<file path="src/rtl/router_input_ctrl.sv">
// Router input-port controller: latches the lookahead route from the header flit,
// requests the output port, then streams the packet from the FIFO into the crossbar.
//
// state | meaning
// IDLE  | waiting for a head flit; malformed heads are popped and flagged
// REQ   | route latched, requesting the output port until granted
// XFER  | granted, forwarding flits until the tail/single flit transfers
module router_input_ctrl #(
  parameter int Width    = 66,
  parameter int NumPorts = 5
) (
  input  logic                clk,
  input  logic                rst,
  input  logic                fifo_empty,
  input  logic [Width-1:0]    fifo_data,
  output logic                fifo_rdreq,
  output logic [NumPorts-1:0] out_req,
  input  logic [NumPorts-1:0] out_grant,
  input  logic                out_ready,
  output logic                out_valid,
  output logic [Width-1:0]    out_data,
  output logic                out_last,
  output logic                err_flit
);

  typedef enum logic [1:0] {
    IDLE = 2'd0,
    REQ  = 2'd1,
    XFER = 2'd2
  } state_e;

  localparam logic [NumPorts-1:0] RouteOne = {{(NumPorts-1){1'b0}}, 1'b1};

  state_e              state_q, state_d;
  logic [NumPorts-1:0] route_q, route_d;

  logic [1:0]          flit_type;
  logic [NumPorts-1:0] head_route;
  logic                is_head;
  logic                is_last;
  logic                route_onehot;

  assign flit_type    = fifo_data[Width-1:Width-2];
  assign head_route   = fifo_data[NumPorts-1:0];
  assign is_head      = flit_type[1];
  assign is_last      = flit_type[0];
  assign route_onehot = (head_route != '0) && ((head_route & (head_route - RouteOne)) == '0);

  always_ff @(posedge clk or posedge rst) begin
    if (rst) begin
      state_q <= IDLE;
      route_q <= '0;
    end else begin
      state_q <= state_d;
      route_q <= route_d;
    end
  end

  always_comb begin
    state_d    = state_q;
    route_d    = route_q;
    out_req    = '0;
    out_valid  = 1'b0;
    out_data   = '0;
    out_last   = 1'b0;
    fifo_rdreq = 1'b0;
    err_flit   = 1'b0;

    case (state_q)
      IDLE: begin
        if (!fifo_empty) begin
          if (is_head && route_onehot) begin
            route_d = head_route;
            state_d = REQ;
          end else begin
            fifo_rdreq = 1'b1;
            err_flit   = 1'b1;
          end
        end
      end
      REQ: begin
        out_req = route_q;
        if ((out_grant & route_q) != '0) begin
          state_d = XFER;
        end
      end
      XFER: begin
        // Grant is not re-checked here; the allocator holds it while out_req is up.
        out_req    = route_q;
        out_valid  = ~fifo_empty;
        out_data   = fifo_data;
        out_last   = ~fifo_empty & is_last;
        fifo_rdreq = ~fifo_empty & out_ready;
        if (fifo_rdreq && out_last) begin
          state_d = IDLE;
          route_d = '0;
        end
      end
      default: begin
        state_d = IDLE;
        route_d = '0;
      end
    endcase

    // Outputs are forced quiet while reset is held so nothing is popped or requested.
    if (rst) begin
      out_req    = '0;
      out_valid  = 1'b0;
      out_data   = '0;
      out_last   = 1'b0;
      fifo_rdreq = 1'b0;
      err_flit   = 1'b0;
    end
  end

  a_req_onehot0: assert property (@(posedge clk) disable iff (rst) $onehot0(out_req));
  a_no_pop_empty: assert property (@(posedge clk) disable iff (rst) fifo_rdreq |-> !fifo_empty);
  a_valid_in_xfer: assert property (@(posedge clk) disable iff (rst) out_valid |-> (state_q == XFER));

endmodule

</file>
<file path="config.mk">
export PLATFORM = sky130hd
export DESIGN_NAME = router_input_ctrl
export DESIGN_NICKNAME = d
export VERILOG_FILES = /design/src/rtl/router_input_ctrl.sv
export SDC_FILE = /design/constraint.sdc
export NUM_CORES = 1
export LEC_CHECK = 0
export BUFFER_PORTS_ARGS = -buffer_cell sky130_fd_sc_hd__buf_4
export CAP_MARGIN = 5
export CORE_MARGIN = 5
export CORE_UTILIZATION = 30
export CTS_BUF_LIST = sky130_fd_sc_hd__clkbuf_8 sky130_fd_sc_hd__clkbuf_16
export CTS_CLUSTER_SIZE = 28
export DETAILED_ROUTE_END_ITERATION = 10
export PLACE_DENSITY = 0.81
export SETUP_SLACK_MARGIN = 0.15
export SYNTH_ARGS = -nofsm -noshare
export SYNTH_HDL_FRONTEND = slang
export SYNTH_SLANG_ARGS = --single-unit
</file>
<file path="constraint.sdc">
create_clock -name clk -period 2.31 [get_ports clk]
set_clock_uncertainty 0.2 [all_clocks]
set_input_delay 0.1155 -clock clk [delete_from_list [all_inputs] [get_ports clk]]
set_output_delay 0.1155 -clock clk [all_outputs]
set_load 0.02 [all_outputs]
</file>
==> metrics.txt <==
result of the run complete, no violations; final setup margin 0.255 ns; Clock Tree Buf Depth 2; fraction of layout cells with a size suffix above 1 57.8%; overall routed net length 4690 um; RePlAce Congestion 0.800; part of the Yosys area used for sequential elements 17.1%; CP Max Fanout 4; RSZ-0062 raised after global routing false; logic depth of the worst register-to-register path 5; clock root buffer sky130_fd_sc_hd__clkbuf_8; reg2reg start state_q[0]; startpoint of the worst hold path fifo_data[2]; sequential cell area 175 um2; H-tree lvl count 1; total via count in the routed design 1481; number of flip-flops and latches in the synthesized netlist 7; number of enable-type register cells in the synthesized netlist 0; power per cell area 583 nW/um2; number of filler instances in the final layout 305; commonest non-fill, non-tap cells in the layout sky130_fd_sc_hd__buf_4 (147), sky130_fd_sc_hd__and2_1 (72), sky130_fd_sc_hd__inv_1 (7), sky130_fd_sc_hd__dfrtp_1 (7); net switching power 0.000592 W; TritonCTS Sinks 7; slowest stage cell, crit path sky130_fd_sc_hd__dlygate4sd3_1; vias per inst 4.42; x dimension of the die 68.4 um; Final Net Count 369; worst vdd ir 0.277 mV; worst setup slack before clock tree synthesis 0.330 ns; Worst-Margin Slew 0.422 ns; nets in the synthesized netlist 214; buffers added on ports 149; final critical path time including I/O delays and setup 2.06 ns; clock input transition at the sequential cells of the worst setup and hold paths 0.04 ns; number of global-route vias before repair 1469; worst r2r dst route_q[3]; Seq pwr share 12.8%; CP Data Arrival Time 1.74 ns; HPWL reported at the end of detailed placement 3980 um; count of buffer and inverter cells on the critical path 3; delay of the slowest cell on the worst path 0.55 ns; CP endpoint kind output pin; max-cap viol count 0; kind of start point of the critical path input port; Reg2Reg Setup Slack 0.41 ns; number of remaining DRC errors 0; Core Region 3310 um2; critical path cell sequence dlygate4sd3_1 -> buf_6 -> xor2_1 -> a32o_2 -> nor2_2 -> nand3_2 -> a21oi_2 -> buf_6; number of antenna-violating nets in the routed design 0; worst hold-check slack 0.128 ns; area of combinational cells with multiple inputs 827 um2; Syn Area/Cell 7.57 um2; ys flop type sky130_fd_sc_hd__dfrtp_1; area delta synth->final 128%; cell family with most CP delay buffers and inverters; synth unique cells 24; post-detailed-route wirelength per cell 14.0 um; Final Hold Viols 0; number of DRC violations after detailed-routing iteration 0 69; Overflow after GRT 0; overall global routing resource usage 19.7%; largest net degree at the start of global routing 28; Setup-failing EPs final 0; internal power 0.000769 W; critical path class input port to output pin; maximum clock frequency 0.487 GHz; area of the die 4680 um2; most frequent CP cell sky130_fd_sc_hd__buf_6; switching power share of the total 43.5%; Logic pwr share 74.7%; final clock period utilization by the worst path 89.0%; height of the die 68.4 um; number of cells on the worst hold path 4; Boundary Pins 150; most common cell after layout, fill and taps aside sky130_fd_sc_hd__buf_4; total number of yosys warnings 0; power consumption 0.00136 W; number of antenna violations at the first check in global routing 0; leakage component of the power 1.32 nW; number of rows created at floorplan 21; CTS buffer count 3; setup tns final 0 ns; area of the mapped netlist 1020 um2; TritonCTS clock tree done; Worst Hold Path EP route_q[2]; critical path required time 1.99 ns; class of the worst hold path input port to flop; clock insertion delay at the later pin of the skew report 0.23 ns; synthesized instance count 135; Max Transition Viols Final 0; diodes inserted 0; wire length of the first global-routing pass 6910 um; clock network fraction of design power 12.5%; Detailed Routing Iterations Pass 1 4; async set or reset register ratio after synthesis 100%; relative slew slack 71.9%; Initial Utilization 30.9%
==> registers in the layout, summed over array words and instances, names as in the netlist <==
| name | flops |
|---|---|
| state_q | 2 |
| route_q | 5 |
==> synth_stat cells, drive strengths merged (2+ instances only) <==
cell    number  area [um2]
a22oi        2        15.0
clkbuf       7        26.3
o211a        2        27.5
dfrtp        7         175
a21oi        2        10.0
o22ai        2        12.5
a32o         4        40.0
mux2         4        52.6
ha           4        50.1
nor2b        6        37.5
inv          6        22.5
and2        72         450
nand2        5        18.8
nor2         4        15.0
==> tightest hold or removal path: stages <==
cell,delay (ns)
sky130_fd_sc_hd__buf_4,0.13
sky130_fd_sc_hd__nand2_1,0.06
sky130_fd_sc_hd__mux2_2,0.13
sky130_fd_sc_hd__o22ai_1,0.07
==> worst max-delay path by stage <==
stage	start	endpoint	slack [ns]	depth (start not counted)
finish	fifo_data[0]	fifo_rdreq	0.25	8
global route	fifo_data[0]	fifo_rdreq	0.15	8
CTS	state_q[0]	out_data[34]	0.15	6
detailed placement	state_q[0]	out_data[34]	0.33	6
global placement	state_q[0]	out_data[34]	0.38	6
floorplan	state_q[0]	out_data[34]	0.42	6
==> metrics by stage <==
step | cell area [um2] | instances | utilization, %
2_1_floorplan | 1020 | 135 | -
3_3_place_gp | 2190 | 325 | 66.3
3_5_place_dp | 2190 | 325 | 66.3
4_1_cts | 2290 | 334 | 69.1
5_1_grt | 2330 | 335 | 70.4
6_report | 2330 | 335 | 70.4
==> area by class of cell <==
type                    count  area share, %
repair buffers            156           51.7
inverters                   6          0.966
multi-input cells         116           35.5
flip-flops and latches      7           7.51
clock buffers               3           1.77
clock inverters             1          0.161
well taps                  46           2.47
==> metal layers <==
layer | global-route usage, % | part of all wire [%] | up-vias | wire length [um]
met1 | 20.2 | 35 | 622 | 1630
met5 | 0 | 0 | - | 0
met2 | 37.5 | 49 | 108 | 2320
li1 | - | - | 740 | -
met4 | 5.21 | 1.9 | 0 | 90
met3 | 6.73 | 14 | 11 | 648
==> cell families (layout without fill, tap and decap cells) <==
family                     Yosys count  count (layout)  synth area share (%)
AOI/OAI and AO/OA                   14              14                  12.4
xor gates and xnor gates             1               1                 0.857
adders and majority gates            4               4                  4.90
buffers and inverters               13             166                  4.77
DFF                                  7               7                  17.1
muxes                                4               4                  5.14
and+or+nand+nor                     92              93                  54.8
==> power groups by stage <==
stage | Combinational [W] | Sequential [W] | Clock [W]
final | 0.00102 | 0.000174 | 0.000171
after detailed placement | 0.000986 | 0.000176 | 0
after CTS | 0.00101 | 0.000175 | 0.000176
after global placement | 0.000977 | 0.000173 | 0
after floorplan | 0.000583 | 0.000169 | 0
after global routing | 0.00111 | 0.000178 | 0.000177
==> timing repair <==
item                                   4_1_cts  5_1_grt
endpoints found under the hold margin       10        0
setup buffers                                0        1
gates cloned                                 1        0
gates resized for setup                      0       11
hold buffers                                 4        0
setup endpoints to repair                   47       48
pin swaps                                    0        3
(Power assumes the default switching activity.)
